==> src/rtl/up_counter_pkg.sv <==
// Shared encodings for the up_counter block: control-FSM states and count modes.
package up_counter_pkg;

  // 2'd3 is unused; the FSM recovers from it by returning to IDLE.
  typedef enum logic [1:0] {
    ST_IDLE = 2'd0,
    ST_RUN  = 2'd1,
    ST_DONE = 2'd2
  } state_t;

  localparam logic MODE_WRAP    = 1'b0;
  localparam logic MODE_ONESHOT = 1'b1;

endpackage

==> src/rtl/up_counter_if.sv <==
// Control/status bundle of the up_counter: commands in, count and status flags out.
interface up_counter_if #(parameter int WIDTH = 4);
  import up_counter_pkg::*;

  // Handshake: there is no valid/ready pair; en, start, stop and load are levels
  // sampled on every rising clk edge, and each cycle they are high counts as one command.
  logic             en;
  logic             start;
  logic             stop;
  logic             load;
  logic [WIDTH-1:0] load_val;
  logic [WIDTH-1:0] limit;
  logic             mode;
  logic [WIDTH-1:0] count;
  logic             tc;
  logic             busy;
  logic             done;
  state_t           state;

  modport master (
    output en, start, stop, load, load_val, limit, mode,
    input  count, tc, busy, done, state
  );

  modport slave (
    input  en, start, stop, load, load_val, limit, mode,
    output count, tc, busy, done, state
  );

endinterface

==> src/rtl/up_counter.sv <==
// Loadable, enable-gated up counter with programmable terminal value, start/stop
// control FSM (WRAP or ONESHOT) and a registered one-cycle terminal-count pulse.
module up_counter
  import up_counter_pkg::*;
#(
  parameter int WIDTH = 4
) (
  input  logic        clk,
  input  logic        rst,
  up_counter_if.slave bus
);

  state_t           state_q, state_d;
  logic [WIDTH-1:0] count_q, count_d;
  logic             tc_q, tc_d;
  logic             at_limit;

  assign at_limit = (count_q == bus.limit);

  always_ff @(posedge clk or negedge rst) begin
    if (!rst) begin
      state_q <= ST_IDLE;
    end else begin
      state_q <= state_d;
    end
  end

  // Priority on every edge: load > stop > start > count.
  always_comb begin
    state_d = state_q;
    if (bus.load) begin
      state_d = ST_IDLE;
    end else begin
      case (state_q)
        ST_IDLE: if (bus.start) state_d = ST_RUN;
        ST_RUN: begin
          if (bus.stop) begin
            state_d = ST_IDLE;
          end else if (bus.en && at_limit && (bus.mode == MODE_ONESHOT)) begin
            state_d = ST_DONE;
          end
        end
        ST_DONE: if (bus.start) state_d = ST_RUN;
        default: state_d = ST_IDLE;
      endcase
    end
  end

  always_comb begin
    bus.busy  = (state_q == ST_RUN);
    bus.done  = (state_q == ST_DONE);
    bus.state = state_q;
  end

  // Count datapath. A limit below the current count lets the count roll through
  // all-ones to zero, since only equality with limit ends a pass.
  always_comb begin
    count_d = count_q;
    tc_d    = 1'b0;
    if (bus.load) begin
      count_d = bus.load_val;
    end else begin
      case (state_q)
        ST_RUN: begin
          if (!bus.stop && bus.en) begin
            if (at_limit) begin
              tc_d = 1'b1;
              if (bus.mode == MODE_WRAP) count_d = '0;
            end else begin
              count_d = count_q + 1'b1;
            end
          end
        end
        ST_DONE: if (bus.start) count_d = '0;
        default: count_d = count_q;
      endcase
    end
  end

  always_ff @(posedge clk or negedge rst) begin
    if (!rst) begin
      count_q <= '0;
      tc_q    <= 1'b0;
    end else begin
      count_q <= count_d;
      tc_q    <= tc_d;
    end
  end

  assign bus.count = count_q;
  assign bus.tc    = tc_q;

endmodule
==> src/flat_wrapper.sv <==
// flat-port wrapper written by rule: the top's interface ports become plain ports
module up_counter_flat import up_counter_pkg::*;
#(
  parameter int WIDTH = 4
)
  (clk, rst, bus_en, bus_start, bus_stop, bus_load, bus_load_val, bus_limit, bus_mode, bus_count, bus_tc, bus_busy, bus_done, bus_state);
  up_counter_if #(.WIDTH(WIDTH)) bus_i ();
  input  logic clk;
  input  logic rst;
  input wire logic [$bits(bus_i.en)-1:0] bus_en;
  input wire logic [$bits(bus_i.start)-1:0] bus_start;
  input wire logic [$bits(bus_i.stop)-1:0] bus_stop;
  input wire logic [$bits(bus_i.load)-1:0] bus_load;
  input wire logic [$bits(bus_i.load_val)-1:0] bus_load_val;
  input wire logic [$bits(bus_i.limit)-1:0] bus_limit;
  input wire logic [$bits(bus_i.mode)-1:0] bus_mode;
  output wire logic [$bits(bus_i.count)-1:0] bus_count;
  output wire logic [$bits(bus_i.tc)-1:0] bus_tc;
  output wire logic [$bits(bus_i.busy)-1:0] bus_busy;
  output wire logic [$bits(bus_i.done)-1:0] bus_done;
  output wire logic [$bits(bus_i.state)-1:0] bus_state;
  assign bus_i.en = bus_en;
  assign bus_i.start = bus_start;
  assign bus_i.stop = bus_stop;
  assign bus_i.load = bus_load;
  assign bus_i.load_val = bus_load_val;
  assign bus_i.limit = bus_limit;
  assign bus_i.mode = bus_mode;
  assign bus_count = bus_i.count;
  assign bus_tc = bus_i.tc;
  assign bus_busy = bus_i.busy;
  assign bus_done = bus_i.done;
  assign bus_state = bus_i.state;
  up_counter #(.WIDTH(WIDTH)) u_core (.clk(clk), .rst(rst), .bus(bus_i));
endmodule
==> config.mk <==
export PLATFORM = sky130hd
export DESIGN_NAME = up_counter_flat
export DESIGN_NICKNAME = d
export VERILOG_FILES = /design/src/rtl/up_counter_pkg.sv /design/src/rtl/up_counter_if.sv /design/src/rtl/up_counter.sv /design/src/flat_wrapper.sv
export SDC_FILE = /design/constraint.sdc
export NUM_CORES = 1
export LEC_CHECK = 0
export ABC_AREA = 1
export CORE_MARGIN = 2
export CORE_UTILIZATION = 42
export DETAILED_ROUTE_END_ITERATION = 8
export GPL_TIMING_DRIVEN = 0
export PLACE_DENSITY = 0.77
export SLEW_MARGIN = 30
export SYNTH_ARGS = -nofsm -noshare
export SYNTH_HDL_FRONTEND = slang
export SYNTH_SLANG_ARGS = --single-unit
export TNS_END_PERCENT = 100
==> constraint.sdc <==
create_clock -name clk -period 1.62 [get_ports clk]
set_input_delay 0.324 -clock clk [delete_from_list [all_inputs] [get_ports clk]]
set_output_delay 0.324 -clock clk [all_outputs]
set_load 0.005 [all_outputs]
==> flow_metrics.tcl <==
set metrics [dict create \
    first_global_vias 554 \
    vias 617 \
    crit_slowest_cell "clkdlybuf4s50_1" \
    numPortBuffers 22 \
    slew_violations 0 \
    synthMuxAreaShare_pct 0 \
    relSlewSlack_pct 79.20 \
    max-cap-violations 0 \
    clk_pin_slew_worst_paths_ns 0.05 \
    synth_top_family_by_area "simple AND/OR/NAND/NOR gates" \
    power_density_nw_per_um2 707.6 \
    ir_drop_v 0.0004319 \
    cts_root_buffer "clkbuf_4" \
    die_w_um 42.90 \
    synth_ff_type "dfrtp_1" \
    rsz0062_at_grt "false" \
    post-route-min-period_ns 1.566 \
    hold_class "input port to asynchronous set/reset pin" \
    yosys_warnings 0 \
    synth_compound_gate_area_share_pct 5.315 \
    numCtsBuffers 3 \
    row_count 14 \
    end_kind "primary output" \
    first_pass_iters 4 \
    ys_seq_area_share_pct 27.56 \
    cts_max_path_buffers 2 \
    syn2layout_area_growth_pct 46.46 \
    cts_tree "yes" \
    hold_slack_ns 0.3380 \
    hpwl_um 1052 \
    fin_setup_tns_ns 0 \
    critPathMaxFanout 7 \
    drive_gt1_share_pct 29.27 \
    drcViolationCount 0 \
    fill_cells 135 \
    status "finished clean" \
    ys_types 20 \
    first_iter_violations 10 \
    synth_xor_area_share_pct 1.378 \
    setup_viol 0 \
    max_freq_mhz 638.6 \
    grt_pass1_wl_um 2152 \
    finalCritPeriodShare_pct 96.66 \
    cts.sinks 7 \
    ys_ff_latch 7 \
    initial_core_util_pct 43.72 \
    die-area_um2 1840 \
    synth.cell_area_um2 635.6 \
    cp-start-kind "register" \
    io_pins 24 \
    wl_per_cell_um 9.381 \
    synthArstFlopShare_pct 100.0 \
    synth_edf_count 0 \
    crit_type "register to primary output" \
    required_ns 1.30 \
    critical_path_buf_inv_count 1 \
    viasPerCell 4.439 \
    core_um2 1454 \
    leakagePower_nw 0.4961 \
    slowest_delay_ns 0.54 \
    synthAdderAreaFrac_pct 1.969 \
    cts_max_level 1 \
    clk_latency_ns 0.24 \
    grt_overflow_total 0 \
    cp_top_family "buffers and inverters" \
    critPathArrivalTime_ns 1.24 \
    place_congestion 0.8184 \
    nets 140 \
    totalWireLength_um 1304 \
    synth_nets 110 \
    syn_inst 94 \
    grt_usage_pct 15.61 \
    grt_start_max_net_pins 9 \
    rrSetupSlack_ns 0.41 \
    antenna_cells 0 \
    hold_violations 0 \
    syn_avg_cell_area_um2 6.762 \
    ant_nets 0 \
    die_h_um 42.90 \
    skew_ns 0.0005435 \
    max_slew.worst_pin.slew_ns 0.3111 \
    cp_cell_sequence "clkdlybuf4s50_1" \
    yosys.area_share.simple_pct 52.17 \
    antenna_found_initial 0 \
]
[sequential cells by signal, summed over array words and instances (netlist names)]
| signal | cells |
|---|---|
| u_core.bus.state | 2 |
| u_core.bus.count | 4 |
| u_core.bus.tc | 1 |
[path summary, 6_finish.rpt]
check,from,end,cells after the start
max in group asynchronous,rst,u_core.bus.count[1],1
hold / removal,rst,u_core.bus.tc,1
setup / recovery,u_core.bus.count[2],bus_count[2],1
setup reg to reg,u_core.bus.count[1],u_core.bus.count[2],8
hold reg to reg,u_core.bus.count[3],u_core.bus.count[3],2
min in group clk,bus_load,u_core.bus.state[0],2
[placed cells by master, fill, tap and decap left out]
| master | n |
|---|---|
| nand2_1 | 34 |
| clkdlybuf4s50_1 | 19 |
| inv_1 | 10 |
| nand2_2 | 7 |
| inv_2 | 6 |
| nor2_1 | 6 |
| dfrtp_1 | 5 |
| nor2_4 | 4 |
| buf_4 | 4 |
| nor2_2 | 3 |
| nand3_1 | 3 |
| clkbuf_4 | 3 |
| nand2_4 | 2 |
| nand3_2 | 2 |
| o21ai_1 | 2 |
| dlymetal6s2s_1 | 2 |
| dfrtp_2 | 2 |
| nor3_2 | 1 |
| xor2_1 | 1 |
| a21oi_4 | 1 |
| inv_4 | 1 |
| nand4_1 | 1 |
| o31ai_1 | 1 |
| ha_1 | 1 |
| clkbuf_1 | 1 |
| dlygate4sd2_1 | 1 |
[stage by stage]
stage | instance area (um^2) | setup slack [ns] | total power (W) | cells | utilization, %
2_1_floorplan | 635.6 | 0.4660 | 0.0003947 | 94 | -
3_3_place_gp | 875.8 | 0.03274 | 0.0004997 | 132 | 60.24
3_5_place_dp | 875.8 | 0.02229 | 0.0005052 | 132 | 60.24
4_1_cts | 908.4 | -0.05444 | 0.0006628 | 137 | 62.48
5_1_grt | 930.9 | 0.008780 | 0.0007127 | 139 | 64.03
6_report | 930.9 | 0.05416 | 0.0006587 | 139 | 64.03
[routing by layer]
| layer | vias up | track usage (%) | part of all wire [%] | wire length (um) |
|---|---|---|---|---|
| met5 | - | 0 | 0 | 0 |
| met4 | 0 | 9.375 | 0.92 | 12 |
| met3 | 2 | 1.277 | 3.4 | 44 |
| met2 | 9 | 26.36 | 52 | 677 |
| met1 | 268 | 19.00 | 44 | 569 |
| li1 | 338 | - | - | - |
[cells in the mapped netlist (all sizes together) (2+ instances only)]
master	n	area, um^2
o21ai	2	10.01
nor2	13	86.33
inv	17	66.32
nand3	5	35.03
dfrtp	7	175.2
nand2	43	193.9
[logic make-up (layout without fill, tap and decap cells)]
family	Yosys count	in the layout
xor+xnor	1	1
flops	7	7
simple gates	63	63
compound gates	4	4
buf+inv	18	47
fa+ha+maj	1	1
[timing repair]
action,in CTS,in global routing
endpoints found under the hold margin,0,0
hold buffers,0,0
buffers inserted,1,2
setup endpoints to repair,2,3
resized for setup,1,4
pin swaps,0,1
[power breakdown]
| group | switching [W] | leakage (nW) | internal [W] |
|---|---|---|---|
| combinational | 0.000135 | 0.393 | 0.000142 |
| clock | 0.0000539 | 0.0150 | 0.0000933 |
| sequential | 0.0000364 | 0.0884 | 0.000198 |
| total | 0.000225 | 0.496 | 0.000433 |
[cell type report]
type | count | area [um^2] | area share, %
clock buffer | 4 | 26.28 | 2.823
tap | 16 | 20.02 | 2.151
multi-input combinational | 69 | 386.6 | 41.53
inverter | 17 | 66.31 | 7.124
buffer | 1 | 7.507 | 0.8065
timing repair buffer | 25 | 246.5 | 26.48
sequential | 7 | 177.7 | 19.09
[worst reg2reg max path: cells and delay by family (launching register included)]
kind / cells / cell delay, ns
AND/OR/NAND/NOR: 7 / 0.62
buffers and inverters: 1 / 0.05
flip-flops: 1 / 0.45
No activity file was read; power rests on OpenSTA's default activity.
